<file path="config.mk">
export PLATFORM = sky130hd
export DESIGN_NAME = mem_arbiter
export DESIGN_NICKNAME = d
export VERILOG_FILES = /design/src/rtl/mem_arbiter.sv
export SDC_FILE = /design/constraint.sdc
export NUM_CORES = 1
export LEC_CHECK = 0
export BUFFER_PORTS_ARGS = -buffer_cell sky130_fd_sc_hd__buf_2
export CORE_UTILIZATION = 41
export CTS_CLUSTER_DIAMETER = 40
export DETAILED_ROUTE_END_ITERATION = 7
export GPL_TIMING_DRIVEN = 0
export PLACE_DENSITY = 0.76
export SYNTH_ARGS = -nofsm -noshare
export SYNTH_HDL_FRONTEND = slang
export SYNTH_SLANG_ARGS = --single-unit
</file>
<file path="constraint.sdc">
create_clock -name clock -period 1.7 [get_ports clock]
set_clock_uncertainty 0.05 [all_clocks]
set_input_delay 0.255 -clock clock [delete_from_list [all_inputs] [get_ports clock]]
set_output_delay 0.255 -clock clock [all_outputs]
set_load 0.02 [all_outputs]
</file>
<file path="src/rtl/mem_arbiter.sv">
// Two-port arbiter for the single-ported program/data memory (CPU port A, loader/debug port B).
// Define MEM_ARB_RR_EN for round-robin tie-breaking; default build gives port A fixed priority.
module mem_arbiter #(
    parameter int WORD_SIZE     = 16,
    parameter int MEM_ADDR_SIZE = 8,
    parameter int MEM_LATENCY   = 1
) (
    input  logic                     clock,
    input  logic                     reset,
    input  logic                     a_req,
    input  logic                     a_write,
    input  logic [MEM_ADDR_SIZE-1:0] a_addr,
    input  logic [WORD_SIZE-1:0]     a_wdata,
    output logic                     a_ack,
    output logic [WORD_SIZE-1:0]     a_rdata,
    input  logic                     b_req,
    input  logic                     b_write,
    input  logic [MEM_ADDR_SIZE-1:0] b_addr,
    input  logic [WORD_SIZE-1:0]     b_wdata,
    output logic                     b_ack,
    output logic [WORD_SIZE-1:0]     b_rdata,
    output logic [MEM_ADDR_SIZE-1:0] mem_address,
    output logic [WORD_SIZE-1:0]     mem_write_data,
    output logic                     mem_read,
    output logic                     mem_write,
    input  logic [WORD_SIZE-1:0]     mem_read_data,
    output logic                     busy,
    output logic                     owner
);

    localparam int CNT_W = (MEM_LATENCY > 1) ? $clog2(MEM_LATENCY) : 1;
    localparam logic [CNT_W-1:0] WAIT_LAST = CNT_W'(MEM_LATENCY - 1);

    typedef enum logic [1:0] {IDLE, ACCESS, WAIT, ACK} state_t;

    state_t                   state;
    state_t                   state_next;
    logic                     grant_b;
    logic                     lat_write;
    logic [MEM_ADDR_SIZE-1:0] lat_addr;
    logic [WORD_SIZE-1:0]     lat_wdata;
    logic [CNT_W-1:0]         wait_cnt;

    always_comb begin
        state_next = state;
        grant_b    = 1'b0;
`ifdef MEM_ARB_RR_EN
        // On a tie the port that did not hold the memory last time goes next.
        grant_b = b_req && (!a_req || !owner);
`else
        grant_b = b_req && !a_req;
`endif
        case (state)
            IDLE:    if (a_req || b_req) state_next = ACCESS;
            ACCESS:  state_next = lat_write ? ACK : WAIT;
            WAIT:    if (wait_cnt == WAIT_LAST) state_next = ACK;
            ACK:     state_next = IDLE;
            default: state_next = IDLE;
        endcase
    end

    always_ff @(posedge clock or negedge reset) begin
        if (!reset) state <= IDLE;
        else        state <= state_next;
    end

    always_ff @(posedge clock or negedge reset) begin
        if (!reset) begin
            lat_write <= 1'b0;
            lat_addr  <= '0;
            lat_wdata <= '0;
            owner     <= 1'b0;
            wait_cnt  <= '0;
            a_rdata   <= '0;
            b_rdata   <= '0;
        end else begin
            if (state == IDLE && (a_req || b_req)) begin
                owner     <= grant_b;
                lat_write <= grant_b ? b_write : a_write;
                lat_addr  <= grant_b ? b_addr  : a_addr;
                lat_wdata <= grant_b ? b_wdata : a_wdata;
            end
            if (state == ACCESS)    wait_cnt <= '0;
            else if (state == WAIT) wait_cnt <= wait_cnt + 1'b1;
            // Read data is valid at the end of the last latency cycle.
            if (state == WAIT && wait_cnt == WAIT_LAST) begin
                if (owner) b_rdata <= mem_read_data;
                else       a_rdata <= mem_read_data;
            end
        end
    end

    assign mem_address    = lat_addr;
    assign mem_write_data = lat_wdata;
    assign mem_read       = (state == ACCESS) && !lat_write;
    assign mem_write      = (state == ACCESS) &&  lat_write;
    assign busy           = (state != IDLE);
    assign a_ack          = (state == ACK) && !owner;
    assign b_ack          = (state == ACK) &&  owner;

endmodule

</file>
==> results.ini, run 1 <==
[run_status]
status=complete, but fails checks
violations=hold timing

[cts]
cts_num_sinks=61
path_clk_slew_ps=70
clk_latency_ps=330
cts.path.max_buffers=2
cts_buffers=9
cts_hold_buf=0
cts.htree.levels=3
cts_tree=done
clockRootBuffer=clkbuf_8

[synthesis]
synth_area_leaders=dfrtp_1, mux2_2, mux2i_1
syn_area_mm2=0.00263
ys_seq_elements=61
yosys.area.top_type=dfrtp_1
yosys.area.top_type_share=0.581
syn_avg_cell_area_um2=12.9
syn_nets=278
synthCells=204
synth.yosys.warnings=0
seq_area_frac_synth=0.581
yosys.cell_types.count=20

[floorplan]
io_pins=132
die_w_um=82.0
dieArea_mm2=0.00673
initial_core_util=0.433
fp-row-count=28
coreArea_mm2=0.00606
die_h_um=82.0

[layout]
layout_common_cells=buf_2, dfrtp_1, mux2_2
diodes=0
area_growth_pct=41.5
drive_above_1_share=0.574
final_area_mm2=0.00372
utilization=0.613
finish.net_count=429
final_common_cell=buf_2

[routing]
wirelength_um=5810
detail-route-antenna-nets=0
vias=2092
drtIter0Drc=24
vias_per_cell=4.82
drc=0
wl_per_cell_um=13.4
dr.pass1.iters=4

[worst_setup_path]
worstPathRequired_ps=1860
worstPathCellList=inv_2, ha_2, nor3b_4, buf_4, buf_6, mux2_2
cp-end-kind=flip-flop
critPathSlowestCell=dfrtp_1
crit_arrival_ps=1820
crit_buf_inv=3
crit_path_start_kind=flip-flop
cp_max_fo=5
slowest_delay_ps=410
crit_type=flip-flop to flip-flop
cp_top_family=flip-flops

[global_route]
grt_overflow=0
grt_pass1_vias=1884
grt_use_total=0.172
grt_max_degree=62
grt_pass1_wl_um=8400
grt_antenna_before_repair=0

[timing]
whs_ps=-59.8
slew_violations=0
relSlewSlack=0.500
hold_violations=61
final.setup.worst_slack_ps=39.7
max_freq_ghz=0.602
rsz0062_at_grt=yes
period_needed_ps=1660
worstMarginPinSlew_ps=751
setup_viol=0
finalCritPeriodShare=0.977

[pwr]
p_per_area_mw_per_mm2=1990
peakVddDrop_mv=1.13
leakage_nw=1.90

[placement]
routabilityCongestion=0.741
port_buffers=131
postPlaceCellArea_mm2=0.00338
dpl_worst_slack_ps=-192
dp_hpwl_um=4180

[min_path]
min_path_type=primary input to asynchronous set/reset pin

[run]
cap_violations=0

-- cells by family (layout without fill, tap and decap cells) --
group                    after synthesis  after routing  share of synthesized area
AND/OR/NAND/NOR                       35             35                     0.0634
multiplexers                          59             59                      0.241
adder cells (fa/ha/maj)                4              4                     0.0191
flip-flops                            61             61                      0.581
AO/OA/AOI/OAI                         32             32                     0.0643
buffers and inverters                 13            168                     0.0310
-- per-stage QoR --
| stage | cells | power (W) | setup TNS (ps) | hold slack (ps) |
|---|---|---|---|---|
| floorplan | 204 | 0.00471 | -64.4 | -90.6 |
| global placement | 410 | 0.00575 | -2130 | 408 |
| detailed placement | 410 | 0.00584 | -3540 | 415 |
| CTS | 432 | 0.00738 | 0 | 67.2 |
| global route | 434 | 0.00791 | -44.9 | 3.01 |
| finish | 434 | 0.00741 | 0 | -59.8 |
-- cell type report --
| class | instances | area (um2) |
|---|---|---|
| Clock buffer | 10 | 138 |
| Clock inverter | 5 | 75.1 |
| Timing Repair Buffer | 140 | 742 |
| Inverter | 3 | 11.3 |
| Fill cell | 514 | 2340 |
| Multi-Input combinational cell | 130 | 1050 |
| Tap cell | 75 | 93.8 |
| Buffer | 10 | 82.6 |
| Sequential cell | 61 | 1530 |
-- worst register-to-register path, cell delays in order (launching register included) --
cell     delay (ps)
dfrtp_1         410
inv_2            80
ha_2            200
nor3b_4         180
buf_4           170
buf_6           130
mux2_2          330
-- final timing paths --
path	depth (start not counted)	slack (ps)	start	to
max in group asynchronous	1	1160	reset	mem_address[2]
hold / removal	1	-60	reset	a_rdata[4]
setup / recovery	6	40	state[0]	a_rdata[6]
setup reg to reg	6	40	state[0]	a_rdata[6]
min in group clock	2	90	a_req	owner
hold reg to reg	2	430	mem_write_data[2]	mem_write_data[2]
-- flip-flops by register name (all words and copies together), names as in the netlist --
signal,cells
state,2
owner,1
b_rdata,16
mem_address,8
mem_write_data,16
lat_write,1
a_rdata,16
wait_cnt,1
-- Yosys cell counts --
master    count
nor2_1        3
nor3b_4       1
o21ai_0      25
buf_4         2
nand3b_2      1
nand2_1      25
a21oi_1       3
and2_1        2
inv_1         3
nor2b_1       3
ha_1          4
clkbuf_1      5
buf_6         2
clkbuf_8      1
a22oi_1       2
o21ai_1       1
dfrtp_1      61
mux2_2       34
o22a_1        1
mux2i_1      25
-- power by group --
part | total [W] | leakage, nW | internal (W) | switching [W]
registers | 0.00259 | 0.734 | 0.00219 | 0.000401
logic | 0.00343 | 1.06 | 0.00149 | 0.00194
clock network | 0.00139 | 0.112 | 0.000849 | 0.000544
total | 0.00741 | 1.90 | 0.00452 | 0.00288
-- routing by layer --
layer,vias up,global-route usage,wire [um]
li1,1013,-,-
met1,981,0.196,2540
met2,88,0.293,2760
met3,10,0.0444,407
met4,0,0.0947,106
met5,-,0,0
-- timing repair --
item,4_1_cts,5_1_grt
resized for setup,9,13
cloned,1,0
setup buffers,6,2
setup endpoints to repair,41,52
Power figures use the tool's default switching activity.
==> run 2: changes to the inputs <==
--- a/config.mk
+++ b/config.mk
@@ -5,8 +5,9 @@
 export SDC_FILE = /design/constraint.sdc
 export NUM_CORES = 1
 export LEC_CHECK = 0
+export ABC_AREA = 1
 export BUFFER_PORTS_ARGS = -buffer_cell sky130_fd_sc_hd__buf_2
-export CORE_UTILIZATION = 41
+export CORE_UTILIZATION = 42
 export CTS_CLUSTER_DIAMETER = 40
 export DETAILED_ROUTE_END_ITERATION = 7
 export GPL_TIMING_DRIVEN = 0
==> run 2 against run 1 <==
Net effect: the flow finishes with violations (DRC); fmax increased by 1.5%; core utilization shrank 1.7 points; non-clock buffer count is 2 lower; sequential power hardly changed; register-to-register slack improved by 150 ps; wire length rose by 20%; clock power decreased by 6%; count of clock-buffer cells in the layout fell by 1; flip-flop and latch count unchanged; area after synthesis increased by 8.7%; critical endpoint is now busy; largest power group unchanged.
==> results.ini, run 2 <==
[timing]
finalCritPeriodShare=0.963
setup_viol=0
max_freq_ghz=0.611
period_needed_ps=1640
worstMarginPinSlew_ps=766
rsz0062_at_grt=yes
hold_violations=0
slew_violations=0
relSlewSlack=0.489

[pwr]
leakage_nw=2.41
peakVddDrop_mv=0.715
p_clk_frac=0.178
p_int_w=0.00406
p_per_area_mw_per_mm2=1890
power.switching_w=0.00323
power_frac_seq=0.356
pwr-share-comb=0.465
switching_share=0.443

[cts]
cts_num_sinks=61
cts.htree.levels=3
cts_tree=done
cts.path.max_buffers=2
path_clk_slew_ps=80
clk_latency_ps=330
clockRootBuffer=clkbuf_8
cts_buffers=9

[placement]
port_buffers=131
routabilityCongestion=0.801
dp_hpwl_um=5030
dpl.cell_count=580

[routing]
drtIter0Drc=89
detail-route-antenna-nets=0
drc=10
wl_per_cell_um=11.7
dr.pass1.iters=6
vias_per_cell=4.63
wirelength_um=6980
vias=2774

[synthesis]
synth_common_cells=nand2_1, inv_1, dfrtp_1, o21ai_0, nand3_1
ys_seq_elements=61
syn_area_mm2=0.00285
synth_area_leaders=dfrtp_1, nand2_1, inv_1
yosys.cell_types.count=16
synth_ff_type=dfrtp_1
yosys.area.top_type_share=0.535
synth.yosys.warnings=0
synth_edf_count=0
yosys.area.top_type=dfrtp_1
yosysMostFrequentCell=nand2_1
syn_avg_cell_area_um2=7.67
synthCells=372
synthArstFlopShare=1.00
seq_area_frac_synth=0.535
syn_nets=446

[min_path]
min_path_type=primary input to flip-flop

[run_status]
violations=DRC
status=complete, but fails checks

[global_route]
grt_max_degree=62
grt_pass1_wl_um=11600
grt_overflow=0
grt_antenna_before_repair=0
grt_pass1_vias=2664
grt_use_total=0.206

[floorplan]
fp-row-count=29
io_pins=132
die_h_um=84.4
die_w_um=84.4
coreArea_mm2=0.00646
initial_core_util=0.442
dieArea_mm2=0.00713

[layout]
diodes=0
utilization=0.596
drive_above_1_share=0.328
final_common_cell=nand2_1
area_growth_pct=34.8
layout_common_cells=nand2_1, buf_2, inv_1
finish.net_count=591
fin_cells=599

[worst_setup_path]
cp_max_fo=4
crit_path_start_kind=flip-flop
crit_type=flip-flop to output pin
cp-end-kind=output pin
crit_arrival_ps=1330
worstPathRequired_ps=1390

[run]
cap_violations=0

run 2: cell types whose count changed in the layout (fill, tap and decap cells not counted), moves of 3 or more:
cell	before	now
nand3_1	0	30
buf_2	130	136
o21ai_0	25	34
mux2i_1	25	0
buf_6	6	0
inv_1	2	75
nand2_1	25	144
nor2b_1	3	0
clkinv_4	0	3
mux2_2	34	0
run 2: routing by layer:
metal / up-vias / GRT usage / routed length, um
met4: 0 / 0.0863 / 114
met1: 1251 / 0.252 / 3090
met3: 12 / 0.0383 / 492
met5: - / 0 / 0
met2: 119 / 0.361 / 3290
li1: 1392 / - / -
run 2: logic make-up after synthesis:
logic type / synth area share
flops: 0.535
buf+inv: 0.128
fa+ha+maj: 0.0175
simple gates: 0.255
compound gates: 0.0644
run 2: worst paths after layout:
kind	slack, ps	to	cells past startpoint	start
min reg2reg	430	mem_write_data[5]	2	mem_write_data[5]
min in group asynchronous	480	a_rdata[2]	2	reset
max in group asynchronous	610	a_rdata[10]	2	reset
min	130	a_rdata[6]	3	mem_read_data[6]
max	60	busy	4	state[0]
max reg2reg	190	mem_write_data[7]	7	state[0]
run 2: layout make-up:
cell class | instances | area, um2
Timing Repair Buffer | 134 | 688
Fill cell | 601 | 2610
Clock buffer | 9 | 124
Clock inverter | 7 | 75.1
Multi-Input combinational cell | 220 | 968
Tap cell | 77 | 96.3
Buffer | 14 | 80.1
Inverter | 77 | 289
Sequential cell | 61 | 1530
run 2: timing repair:
| action | in CTS | in global routing |
|---|---|---|
| hold endpoints to repair | 0 | 5 |
| resized for setup | 0 | 9 |
| setup endpoints to repair | 2 | 23 |
| hold buffers | 0 | 1 |
| buffers inserted | 2 | 0 |
run 2: metrics by stage:
step	area, um2	setup TNS (ps)	power, W	hold WS, ps	setup WS [ps]
finish	3850	0	0.00728	125	63.4
global route	3850	-8.75	0.00779	129	-8.75
CTS	3820	0	0.00732	115	2.15
detailed placement	3610	0	0.00597	413	68.6
global placement	3610	0	0.00587	410	98.9
floorplan	2850	0	0.00474	-90.6	304
run 2: power by group through the flow:
stage                     clock network (W)  registers (W)  logic, W
after CTS                           0.00132        0.00260   0.00340
after floorplan                           0        0.00343   0.00131
after global placement                    0        0.00261   0.00326
after global routing                0.00139        0.00268   0.00372
final                               0.00130        0.00260   0.00339
after detailed placement                  0        0.00262   0.00334
run 2: worst max-delay path: stages (launching register included):
cell     delay [ps]
dfrtp_1         410
inv_1           110
ha_2            240
inv_2            80
buf_2           160
==> run 3: changes to the inputs <==
==> constraint.sdc (replaced) <==
create_clock -name clock -period 1.7 [get_ports clock]
set_clock_uncertainty 0.05 [all_clocks]
set_input_delay 0.34 -clock clock [delete_from_list [all_inputs] [get_ports clock]]
set_output_delay 0.34 -clock clock [all_outputs]
set_load 0.02 [all_outputs]
==> run 3 against run 2 <==
Net effect: the run still ends with DRC left; flip-flop and latch count did not move; sequential share of layout area fell by 0.85 points; non-clock buffer count rose by 2; combinational power rose by 6.5%; sequential power barely moved; design area rose by 2.3%; wire length rose by 1.5%; setup slack got worse by 40 ps; count of clock-buffer cells in the layout did not move; power rose by 3.3%; cell count rose by 0.33%; critical path type unchanged; critical endpoint is now b_ack; largest power group unchanged.
==> results.ini, run 3 (synthesis gave the netlist of run 2 again) <==
[worst_setup_path]
cp-end-kind=output pin
crit_path_start_kind=flip-flop
crit_arrival_ps=1290
crit_buf_inv=3
slowest_delay_ps=450
cp_top_family=flip-flops
worstPathRequired_ps=1310
cp_common_cell=buf_6
cp_max_fo=3
crit_type=flip-flop to output pin
critPathSlowestCell=dfrtp_2
worstPathCellList=buf_6, ha_4, nand2_1, inv_1, buf_6

[layout]
layout_common_cells=nand2_1, buf_2, inv_1
area_growth_pct=37.9
multiInputGateArea_mm2=0.00101
seqCellArea_mm2=0.00153
nFillCells=587
diodes=0
drive_above_1_share=0.347
finish.net_count=593
final_common_cell=nand2_1
fin_cells=601

[placement]
port_buffers=131
dpl.cell_count=580
routabilityCongestion=0.801
dp_hpwl_um=5030

[pwr]
peakVddDrop_mv=0.722
p_per_area_mw_per_mm2=1910
leakage_nw=2.42

[cts]
clk_latency_ps=330
cts_tree=done
cts_buffers=9
cts_num_sinks=61
cts.htree.levels=3
cts.path.max_buffers=2
clockRootBuffer=clkbuf_8
cts_hold_buf=0
path_clk_slew_ps=70

[timing]
whs_ps=15.0
period_needed_ps=1680
setup_tns_ps=0
finalCritPeriodShare=0.986
hold_violations=0
setup_viol=0
rsz0062_at_grt=yes
relSlewSlack=0.489
slew_violations=0
max_freq_ghz=0.596
worstMarginPinSlew_ps=767

[floorplan]
die_w_um=84.4
die_h_um=84.4
coreArea_mm2=0.00646
initial_core_util=0.442
io_pins=132
dieArea_mm2=0.00713
fp-row-count=29

[global_route]
grt_pass1_wl_um=11600
grt_pass1_vias=2682
grt_max_degree=62
grt_overflow=0
grt_use_total=0.207
grt_antenna_before_repair=0

[routing]
drc=10
vias_per_cell=4.61
vias=2770
drtIter0Drc=87
wirelength_um=7090
wl_per_cell_um=11.8
detail-route-antenna-nets=0
dr.pass1.iters=7

[min_path]
min_path_type=primary input to asynchronous set/reset pin

[run_status]
violations=DRC
status=complete, but fails checks

[run]
cap_violations=0

==> run 3: area by class of cell <==
class | count | area share
sequential | 61 | 0.388
multi-input combinational | 220 | 0.257
timing repair buffer | 136 | 0.185
inverter | 77 | 0.0741
clock buffer | 9 | 0.0315
tap | 77 | 0.0245
buffer | 14 | 0.0210
clock inverter | 7 | 0.0191
==> run 3: worst register-to-register path: stages (launching register included) <==
cell and delay (ps):
dfrtp_1 410, buf_6 140, ha_1 210, nand3b_1 180
buf_2 260, nand2_1 80, o21ai_0 100
==> run 3: per-stage QoR <==
stage,setup slack (ps),cell area (um2),utilization,power [W]
6_report,23.0,3940,0.609,0.00753
5_1_grt,-31.2,3940,0.609,0.00803
4_1_cts,-39.8,3830,0.593,0.00734
3_5_place_dp,68.6,3610,0.558,0.00597
3_3_place_gp,86.2,3610,0.558,0.00587
2_1_floorplan,304,2850,-,0.00474
==> run 3: per-layer routing <==
| layer | GRT usage | routed length, um | vias up | part of all wire |
|---|---|---|---|---|
| li1 | - | - | 1397 | - |
| met1 | 0.252 | 3060 | 1244 | 0.43 |
| met2 | 0.364 | 3390 | 118 | 0.48 |
| met5 | 0 | 0 | - | 0 |
| met3 | 0.0383 | 521 | 11 | 0.074 |
| met4 | 0.0863 | 115 | 0 | 0.016 |
==> run 3: worst paths after layout <==
kind	start	end	slack, ps	cells after the start
worst max register to register	state[1]	a_rdata[7]	180	6
min in group clock	mem_read_data[6]	a_rdata[6]	210	3
max in group asynchronous	reset	state[0]	1020	1
worst min-delay path	reset	a_rdata[2]	20	1
worst max-delay path	state[0]	b_ack	20	5
worst min register to register	mem_write_data[5]	mem_write_data[5]	430	2
==> run 3: where the power goes <==
group          switching (W)  internal [W]
sequential          0.000430       0.00219
combinational        0.00228       0.00133
clock               0.000610      0.000684
total                0.00332       0.00421
==> run 3: repair_timing <==
action | CTS | global route
endpoints found under the hold margin | 0 | 0
buffers inserted | 2 | 3
resized for setup | 5 | 27
endpoints found under the setup margin | 3 | 25
pin swaps | 0 | 2
